===== config.mk =====
export PLATFORM = sky130hd
export DESIGN_NAME = sample_sequencer
export DESIGN_NICKNAME = d
export VERILOG_FILES = /design/src/rtl/idann_pkg.sv /design/src/rtl/sample_buffer.sv /design/src/rtl/sample_sequencer.sv
export SDC_FILE = /design/constraint.sdc
export NUM_CORES = 1
export LEC_CHECK = 0
export CAP_MARGIN = 20
export CORE_MARGIN = 2
export CORE_UTILIZATION = 50
export CTS_BUF_LIST = sky130_fd_sc_hd__clkbuf_16
export DETAILED_ROUTE_END_ITERATION = 12
export PLACE_DENSITY_LB_ADDON = 0.25
export SETUP_SLACK_MARGIN = 0.02
export SYNTH_ARGS = -nofsm -noshare
export SYNTH_HDL_FRONTEND = slang
export SYNTH_SLANG_ARGS = --single-unit

===== constraint.sdc =====
create_clock -name clk_i -period 4.05 [get_ports clk_i]
set_input_delay 0.405 -clock clk_i [delete_from_list [all_inputs] [get_ports clk_i]]
set_output_delay 0.405 -clock clk_i [all_outputs]
set_load 0.02 [all_outputs]

===== src/rtl/idann_pkg.sv =====
`default_nettype none
// ============================================================================
// Module   : idann_pkg
// Purpose  : Shared types and constants for the training-sample sequencer:
//            sequencer states, sample field widths and the packed sample.
// Revision : 1.0 - initial release
// ============================================================================
package idann_pkg;

  localparam int FEAT_W        = 4;
  localparam int TGT_W         = 4;
  localparam int DEFAULT_DEPTH = 8;

  typedef enum logic [1:0] {
    ST_IDLE  = 2'd0,
    ST_START = 2'd1,
    ST_WAIT  = 2'd2,
    ST_DONE  = 2'd3
  } seq_state_t;

  // Byte layout on the write port is {target, x}.
  typedef struct packed {
    logic [TGT_W-1:0]  target;
    logic [FEAT_W-1:0] x;
  } sample_t;

endpackage
`default_nettype wire


===== src/rtl/sample_buffer.sv =====
`default_nettype none
// ============================================================================
// Module   : sample_buffer
// Purpose  : DEPTH-entry sample store. Appends at mem[count], reports
//            count/full/empty, and offers a registered read port by index.
// Revision : 1.0 - initial release
// ============================================================================
module sample_buffer
  import idann_pkg::*;
#(
  parameter int DEPTH = DEFAULT_DEPTH
) (
  input  logic                     clk,
  input  logic                     rst_n,
  input  logic                     clr,
  input  logic                     wr_en,
  input  sample_t                  wr_data,
  input  logic                     rd_en,
  input  logic [$clog2(DEPTH)-1:0] rd_idx,
  output sample_t                  rd_data,
  output logic [$clog2(DEPTH):0]   count,
  output logic                     full,
  output logic                     empty
);

  localparam int IDX_W = $clog2(DEPTH);
  localparam int CNT_W = IDX_W + 1;

  sample_t    mem [DEPTH];
  logic       wr_ok;

  assign full  = (count == CNT_W'(DEPTH));
  assign empty = (count == '0);
  assign wr_ok = wr_en && !full && !clr;

  // Storage array; contents are meaningless once count drops to zero.
  always_ff @(posedge clk) begin
    if (wr_ok) begin
      mem[count[IDX_W-1:0]] <= wr_data;
    end
  end

  // Fill level: flushed by clr, bumped by each accepted write.
  always_ff @(posedge clk or negedge rst_n) begin
    if (!rst_n) begin
      count <= '0;
    end else if (clr) begin
      count <= '0;
    end else if (wr_ok) begin
      count <= count + CNT_W'(1);
    end
  end

  // Registered read port; holds its value until the next read or flush.
  always_ff @(posedge clk or negedge rst_n) begin
    if (!rst_n) begin
      rd_data <= '0;
    end else if (clr) begin
      rd_data <= '0;
    end else if (rd_en) begin
      rd_data <= mem[rd_idx];
    end
  end

endmodule
`default_nettype wire


===== src/rtl/sample_sequencer.sv =====
`default_nettype none
// ============================================================================
// Module   : sample_sequencer
// Purpose  : Buffers training samples and replays them for a programmed
//            number of epochs, handshaking each sample with the training
//            state machine (start pulse out, step-done in).
// Revision : 1.0 - initial release
// ============================================================================
module sample_sequencer
  import idann_pkg::*;
#(
  parameter int DEPTH   = DEFAULT_DEPTH,
  parameter int EPOCH_W = 8
) (
  input  logic                   clk_i,
  input  logic                   rst_i,
  input  logic                   wr_en_i,
  input  logic [7:0]             wr_data_i,
  input  logic                   clr_i,
  input  logic                   run_i,
  input  logic [EPOCH_W-1:0]     epochs_i,
  input  logic                   step_done_i,
  output logic [FEAT_W-1:0]      x_o,
  output logic [TGT_W-1:0]       target_o,
  output logic                   start_o,
  output logic                   busy_o,
  output logic                   train_done_o,
  output logic [$clog2(DEPTH):0] count_o,
  output logic                   full_o,
  output logic                   empty_o,
  output logic                   ovf_o,
  output logic [EPOCH_W-1:0]     epoch_o
);

  localparam int IDX_W = $clog2(DEPTH);
  localparam int CNT_W = IDX_W + 1;

  seq_state_t         state, state_nxt;
  logic [IDX_W-1:0]   idx, idx_nxt;
  logic [EPOCH_W-1:0] epoch, epoch_nxt, epoch_inc, epochs_lat;
  logic [CNT_W-1:0]   count;
  logic               full, empty, ovf;
  logic               load, run_ok, last_idx, buf_wr;
  sample_t            wr_sample, rd_sample;

  assign wr_sample = wr_data_i;
  assign run_ok    = run_i && (count != '0) && (epochs_i != '0);
  assign last_idx  = ({1'b0, idx} == (count - CNT_W'(1)));
  assign epoch_inc = (epoch == '1) ? epoch : epoch + EPOCH_W'(1);
  // The buffer is frozen outside IDLE so replay always sees the same data.
  assign buf_wr    = wr_en_i && (state == ST_IDLE) && !clr_i;

  sample_buffer #(
    .DEPTH (DEPTH)
  ) u_buffer (
    .clk     (clk_i),
    .rst_n   (rst_i),
    .clr     (clr_i),
    .wr_en   (buf_wr),
    .wr_data (wr_sample),
    .rd_en   (load),
    .rd_idx  (idx_nxt),
    .rd_data (rd_sample),
    .count   (count),
    .full    (full),
    .empty   (empty)
  );

  // State, index, epoch and latched epoch-target registers.
  always_ff @(posedge clk_i or negedge rst_i) begin
    if (!rst_i) begin
      state      <= ST_IDLE;
      idx        <= '0;
      epoch      <= '0;
      epochs_lat <= '0;
    end else begin
      state <= state_nxt;
      idx   <= idx_nxt;
      epoch <= epoch_nxt;
      if (!clr_i && run_ok && (state == ST_IDLE || state == ST_DONE)) begin
        epochs_lat <= epochs_i;
      end
    end
  end

  // Sticky overflow: any write the buffer could not take.
  always_ff @(posedge clk_i or negedge rst_i) begin
    if (!rst_i) begin
      ovf <= 1'b0;
    end else if (clr_i) begin
      ovf <= 1'b0;
    end else if (wr_en_i && (state != ST_IDLE || full)) begin
      ovf <= 1'b1;
    end
  end

  // Next state plus index/epoch updates; load fetches the sample on START entry.
  always_comb begin
    state_nxt = state;
    idx_nxt   = idx;
    epoch_nxt = epoch;
    load      = 1'b0;
    if (clr_i) begin
      state_nxt = ST_IDLE;
      idx_nxt   = '0;
      epoch_nxt = '0;
    end else begin
      case (state)
        ST_IDLE, ST_DONE: begin
          if (run_ok) begin
            state_nxt = ST_START;
            idx_nxt   = '0;
            epoch_nxt = '0;
            load      = 1'b1;
          end
        end
        ST_START: state_nxt = ST_WAIT;
        ST_WAIT: begin
          if (step_done_i) begin
            if (!last_idx) begin
              idx_nxt   = idx + IDX_W'(1);
              state_nxt = ST_START;
              load      = 1'b1;
            end else begin
              idx_nxt   = '0;
              epoch_nxt = epoch_inc;
              if (epoch_inc == epochs_lat) begin
                state_nxt = ST_DONE;
              end else begin
                state_nxt = ST_START;
                load      = 1'b1;
              end
            end
          end
        end
        default: state_nxt = ST_IDLE;
      endcase
    end
  end

  // Status outputs decoded from registered state.
  always_comb begin
    start_o      = (state == ST_START);
    busy_o       = (state == ST_START) || (state == ST_WAIT);
    train_done_o = (state == ST_DONE);
  end

  assign x_o      = rd_sample.x;
  assign target_o = rd_sample.target;
  assign count_o  = count;
  assign full_o   = full;
  assign empty_o  = empty;
  assign ovf_o    = ovf;
  assign epoch_o  = epoch;

endmodule
`default_nettype wire


# Word-level counts from Yosys, hierarchy flattened
# Memory sizes are Yosys's and may differ from the RTL's.
# Index checks and enable logic that the tools add are counted.
# op_classes
add_sub_neg	4
mul	0
div_mod_pow	0
magnitude_cmp	0
n_eq_ne	10
shifts	0
muxes	31
bitwise_logic	0
reduce_logical	26
# ops
operator	n
8-bit 2-to-1 mux	7
8-bit case mux with 2 select lines	1
3-bit 2-to-1 mux	4
2-bit 2-to-1 mux	5
1-bit logical AND	9
1-bit 2-to-1 mux	9
3-bit inequality test (second input constant)	3
8-bit by 1-bit adder with 8-bit output (second input constant)	1
8-bit == test	1
8-bit == test (second input constant)	1
4-bit 2-to-1 mux	2
2-bit nonzero test	4
8-bit nonzero test	1
2-bit case mux with 3 select lines	1
3-bit case mux with 2 select lines	1
4-bit by 1-bit adder with 4-bit output (second input constant)	1
2-bit == test (second input constant)	2
3-bit by 4-bit == test with 1-bit output	1
4-bit == test (second input constant)	1
4-bit zero test	1
4-bit AND reduction	1
4-bit nonzero test	1
4-bit by 1-bit subtractor with 4-bit output (second input constant)	1
3-bit by 1-bit adder with 3-bit output (second input constant)	1
8 further kinds	11
# word_totals
reg_bits	34
latchBits	0
ramBits	64
mem_bits_ro	0
word_cells	80
memories	1
# mem_list
memory	words	word_bits	read_ports	rd_clocked_by_memory_dff	wr	line_no	text
u_buffer.mem	8	8	1	0	1	sample_buffer.sv:29	sample_t mem [DEPTH];

# Longest topological paths before layout
# depth
word_depth	10
ltp_mapped	12
depth_no_buf	11

# Cells and area by module
# A second synthesis with hierarchy kept.
# unflattened
hier_cells	374
area_unflattened_um2	4772.1
# modules_own_cells
module	n_inst	cells_per_inst	area_per_inst_um2	seq_area_each_um2
sample_buffer	1	179	3081.7	2222.1
sample_sequencer	1	195	1690.4	550.5

# Worst setup path before layout
# Ideal clock, no wire load.
# synth_path
kind	reg-to-reg
start	register u_buffer.count[0]
end	register u_buffer.rd_data[0] in the netlist's numbering
setup_ps	132
arrival_ps	2778
slack_ps	1140
stages_incl_launch_ff	13
n_path_buf	2
synth_period_minus_slack_ps	2910
cell_sequence	dfrtp_1 -> inv_1 -> ha_1 -> xor2_1 -> or4_4 -> a31oi_4 -> o2111ai_1 -> o41a_1 -> buf_6 -> and2_4 -> buf_6 -> nand2_1 -> o21ai_1
# synth_between
elab_chain_cells	9
elab_cells_between_ends	19
classes_between	1 x add/sub; 1 x eq/ne; 12 x mux; 4 x reduce/logical; 1 x memory
# synth_lines
item	line_no	text
start, declared	sample_buffer.sv:21	output logic [$clog2(DEPTH):0] count,
start signal, assigned	sample_buffer.sv:50	count <= count + CNT_W'(1);
4-bit by 1-bit subtractor with 4-bit output or 4-bit nonzero test (tied branches)	sample_sequencer.sv:48, sample_sequencer.sv:47	
3-bit by 4-bit == test with 1-bit output or 1-bit logical AND (tied branches)	sample_sequencer.sv:48, sample_sequencer.sv:47	
3-bit 2-to-1 mux or 1-bit logical AND (tied branches)	sample_sequencer.sv:120, sample_sequencer.sv:47	
3-bit 2-to-1 mux (on tied branches)	sample_sequencer.sv:119, sample_sequencer.sv:110	
3-bit case mux with 2 select lines	sample_sequencer.sv:108	case (state)
3-bit 2-to-1 mux	sample_sequencer.sv:103	if (clr_i) begin
memory read 8 x 8 bit	--	
8-bit 2-to-1 mux	sample_buffer.sv:60	end else if (rd_en) begin
8-bit 2-to-1 mux	sample_buffer.sv:58	end else if (clr) begin
end signal, assigned	sample_buffer.sv:61	rd_data <= mem[rd_idx];
end, declared	sample_buffer.sv:20	output sample_t rd_data,
# Parallel ways exist; a longest one is shown, timed or not. The select of a mux whose other input is x is not followed.
# A chain may end at the register's enable or synchronous reset.

# Worst setup path in the final report
# layout_path
start	register u_buffer.count[1]
end	register u_buffer.rd_data[1] in the netlist's numbering
# The elaborated chain is that of the path after synthesis.

==> summary.md <==
| Metric | Value |
|---|---|
| P_int | between 1.5 and 2 mW |
| Setup WS pre-CTS | 803.1 ps |
| Mapped Area | 4743 µm² |
| Depth of the CTS H-tree | 3 |
| Area growth, synth to finish | 18.20% |
| CTS Hold Bufs | 0 |
| Postcts setup bufs | 0 |
| Ranking of synthesized cells by area | edfxtp_1, dfrtp_1, mux4_2, nor2_1, ha_1 |
| Num rows | 35 |
| Switch Pwr | 0.8425 mW |
| DRC Markers | 0 |
| CTS root buf | clkbuf_16 |
| Vias post-DR | 3,210 |
| IO Count | 48 |
| Post-Syn Nets | around 410 |
| Flop pwr share | 44.9% |
| Fraction of layout cells with a size suffix above 1 | 12.35% |
| P per Cell Area | 493.7 nW/µm² |
| Total power | 2.768 mW |
| Routed vias/inst | 5.753 |
| Reg2Reg Depth | 10 |
| Final max-slew violation count | 0 |
| RSZ-0062 raised after global routing | false |
| CTS tree | yes |
| Worst-case clock buffer depth | 2 |
| EDFF count, synth | 64 |
| Hold WC Path Type | in -> async |
| Post-cts resize count | 0 |
| Max Cap Viol | 0 |
| Clock sinks | slightly below 100 |
| Syn avg cell area | 12.58 µm² |
| Clock share of power | ~29% |
| Ys Warns | 0 |
| Syn Inst Count | 377 |
| Worst r2r src | u_buffer.count[1] |
| Maximum clock frequency | 312.5 MHz |
| Worst slew margin | about a third |
| Crit end category | register |
| Number of global-route vias before repair | 3,189 |
| Netlist cell types | 63 |
| Pleak | 2.010 nW |
| Yosys top cell area share | 40.52% |
| #FFs+latches synth | 98 |
| Detailed Routing Iterations Pass 1 | 4 |
| Cell taking the most area after synthesis | edfxtp_1 |
| Crit path time final | 3200 ps |
| Ant diodes | 0 |
| WL final | just over 10,000 µm |
| Layout fillers | 752 |
| Initial Utilization | 51.33% |
| Seq/Total Area, Yosys | about three fifths |
| CTS clock-pin slew for the worst setup and hold paths | approximately 70 ps |
| Combinational share of power | between 20% and 30% |
| WL/cell | ~18 µm |
| Crit path required time | about 4300 ps |
| Tcrit/Tclk final | approximately 79% |
| Initial antenna violation count | 0 |
| Clock Latency Late Sink | between 300 and 400 ps |
| Setup TNS | 0 ps |
| Reg2reg end | u_buffer.rd_data[1] |
| Num CTS Buffers | 9 |
| GP Congestion | 0.8458 |
| Max Clock Skew | 9.519 ps |
| Critical path arrival | around 3400 ps |
| Worst slew pin tran | 1011 ps |
| Peak supply drop | between 0.2 and 0.3 mV |
| First-pass GRT wire length | 16,190 µm |
| Die area | 10,280 µm² |
| Global Route Usage Sum | 20.97% |
| Core Region | 9240 µm² |
| Final ANT Viol Nets | 0 |
| Final hold violation count | 0 |
| Initial DRC count | approximately 240 |
| Net Sw Frac | 30.44% |
| CP endpoint | u_buffer.rd_data[1] |
| Final setup margin | 850.0 ps |
| Post-synth top flop | edfxtp_1 |
| Number of port buffers | 47 |
| Post-synth ARST share | 34.69% |
| Final setup violation count | 0 |
| Largest net degree at the start of global routing | 35 |
| Crit-path max FO | 11 |
| Worst Setup SP | u_buffer.count[1] |
| Startpoint types | register |
| Total grt overflow | 0 |
| Final core occ | 60.68% |
| Critical path class | reg -> reg |
| Worst hold slack | 159.3 ps |
| Final HPWL DP | 6929 µm |
| Final Net Count | 454 |
| Die extent in y | 101.4 µm |
| Status | completed |
| Reg-to-reg slack, setup | between 800 and 900 ps |
| Die width | 101.4 µm |
[final cells by class]
| type | count | area [µm²] | share of cell area [%] |
|---|---|---|---|
| Sequential cell | 98 | 2773 | 49.45 |
| Multi-Input combinational cell | 244 | 1814 | 32.36 |
| Timing Repair Buffer | 53 | 510.5 | 9.105 |
| Clock buffer | 9 | 225.2 | 4.017 |
| Tap cell | 129 | 161.4 | 2.879 |
| Inverter | 18 | 67.56 | 1.205 |
| Clock inverter | 7 | 55.05 | 0.9819 |
[power groups by stage]
stage                     clock network, mW  registers, mW  logic (mW)
after global routing                  0.853           1.26       0.799
after CTS                             0.809           1.24       0.737
after floorplan                           0           1.27       0.486
final                                 0.791           1.24       0.734
after detailed placement                  0           1.26       0.732
after global placement                    0           1.26       0.719
[critical path, stage by stage, from the launching register on]
cell and delay (ps):
dfrtp_1 510, inv_1 100, ha_1 230, xor2_1 190, or4_4 520, a31oi_4 280
o2111ai_1 180, o41a_1 510, and2_1 320, a21oi_1 160, o21ai_1 70
[sequential cells by signal, summed over array words and instances, names as in the netlist]
| name | count |
|---|---|
| ovf_o | 1 |
| state | 2 |
| epochs_lat | 8 |
| u_buffer.mem | 64 |
| u_buffer.rd_data | 8 |
| u_buffer.count | 4 |
| idx | 3 |
| epoch_o | 8 |
[worst min-delay path by stage]
| stage | cells after the start | slack (ps) | start | end |
|---|---|---|---|---|
| after floorplan | 0 | 110 | rst_i | epoch_o[0] |
| after global placement | 2 | 480 | ovf_o | ovf_o |
| after detailed placement | 2 | 490 | ovf_o | ovf_o |
| after CTS | 1 | 180 | rst_i | epoch_o[0] |
| after global routing | 1 | 220 | rst_i | epoch_o[0] |
| final | 1 | 160 | rst_i | epoch_o[0] |
[logic make-up (layout without fill, tap and decap cells)]
logic type | count (synthesis) | after routing | synth area share, %
compound gates | 78 | 78 | 11.40
simple gates | 123 | 123 | 13.66
fa+ha+maj | 8 | 8 | 2.110
buf+inv | 35 | 87 | 3.429
xor+xnor | 12 | 12 | 2.216
mux | 23 | 23 | 8.731
flops | 98 | 98 | 58.45
[cell usage after synthesis (2+ instances only)]
library cell and n:
edfxtp_1 64, dfrtp_1 34, nor2_1 29, nand2_1 26, a21oi_1 19, inv_1 17, nor2b_1 15, mux4_2 14
nand2b_1 13, o21ai_0 13, buf_2 9, nand3_1 9, ha_1 8, mux2_2 7, o21ai_1 7, xor2_1 7
a31oi_1 6, nand4_1 5, o22a_1 5, xnor2_1 5, clkbuf_1 4, nor3_1 4, o2111ai_1 3, or3_1 3
a2bb2oi_1 2, and2_1 2, and4_1 2, buf_6 2, mux2i_1 2, nand3b_1 2, nand4b_1 2, nor4_1 2
o211ai_1 2, o22ai_1 2, o41ai_1 2, or4_1 2
[routing by layer]
layer / global-route usage [%] / up-vias / wire length [µm]
li1: - / 1513 / -
met1: 27.48 / 1590 / 4399
met2: 35.25 / 95 / 5103
met3: 4.900 / 12 / 515
met4: 5.925 / 0 / 114
met5: 0 / - / 0
[metrics by stage]
stage	area, µm²	instances
finish	5607	558
global route	5607	558
CTS	5607	558
detailed placement	5326	542
global placement	5326	542
floorplan	4743	377
[cell usage in the layout (no fill, tap or decap), drive strengths merged, types with 3 or more instances in the layout]
cell type / n
a21oi: 20
edfxtp: 64
nand2b: 13
a31oi: 7
nand2: 26
buf: 7
mux4: 14
nor2: 29
nand3: 9
nor3: 4
o21ai: 20
or3: 3
clkinvlp: 3
xor2: 7
o2111ai: 3
or4: 3
clkdlybuf4s50: 46
inv: 22
mux2: 7
nor2b: 15
clkbuf: 9
xnor2: 5
o22a: 5
nand4: 5
dfrtp: 34
and2: 3
ha: 8
Power figures use the tool's default switching activity.
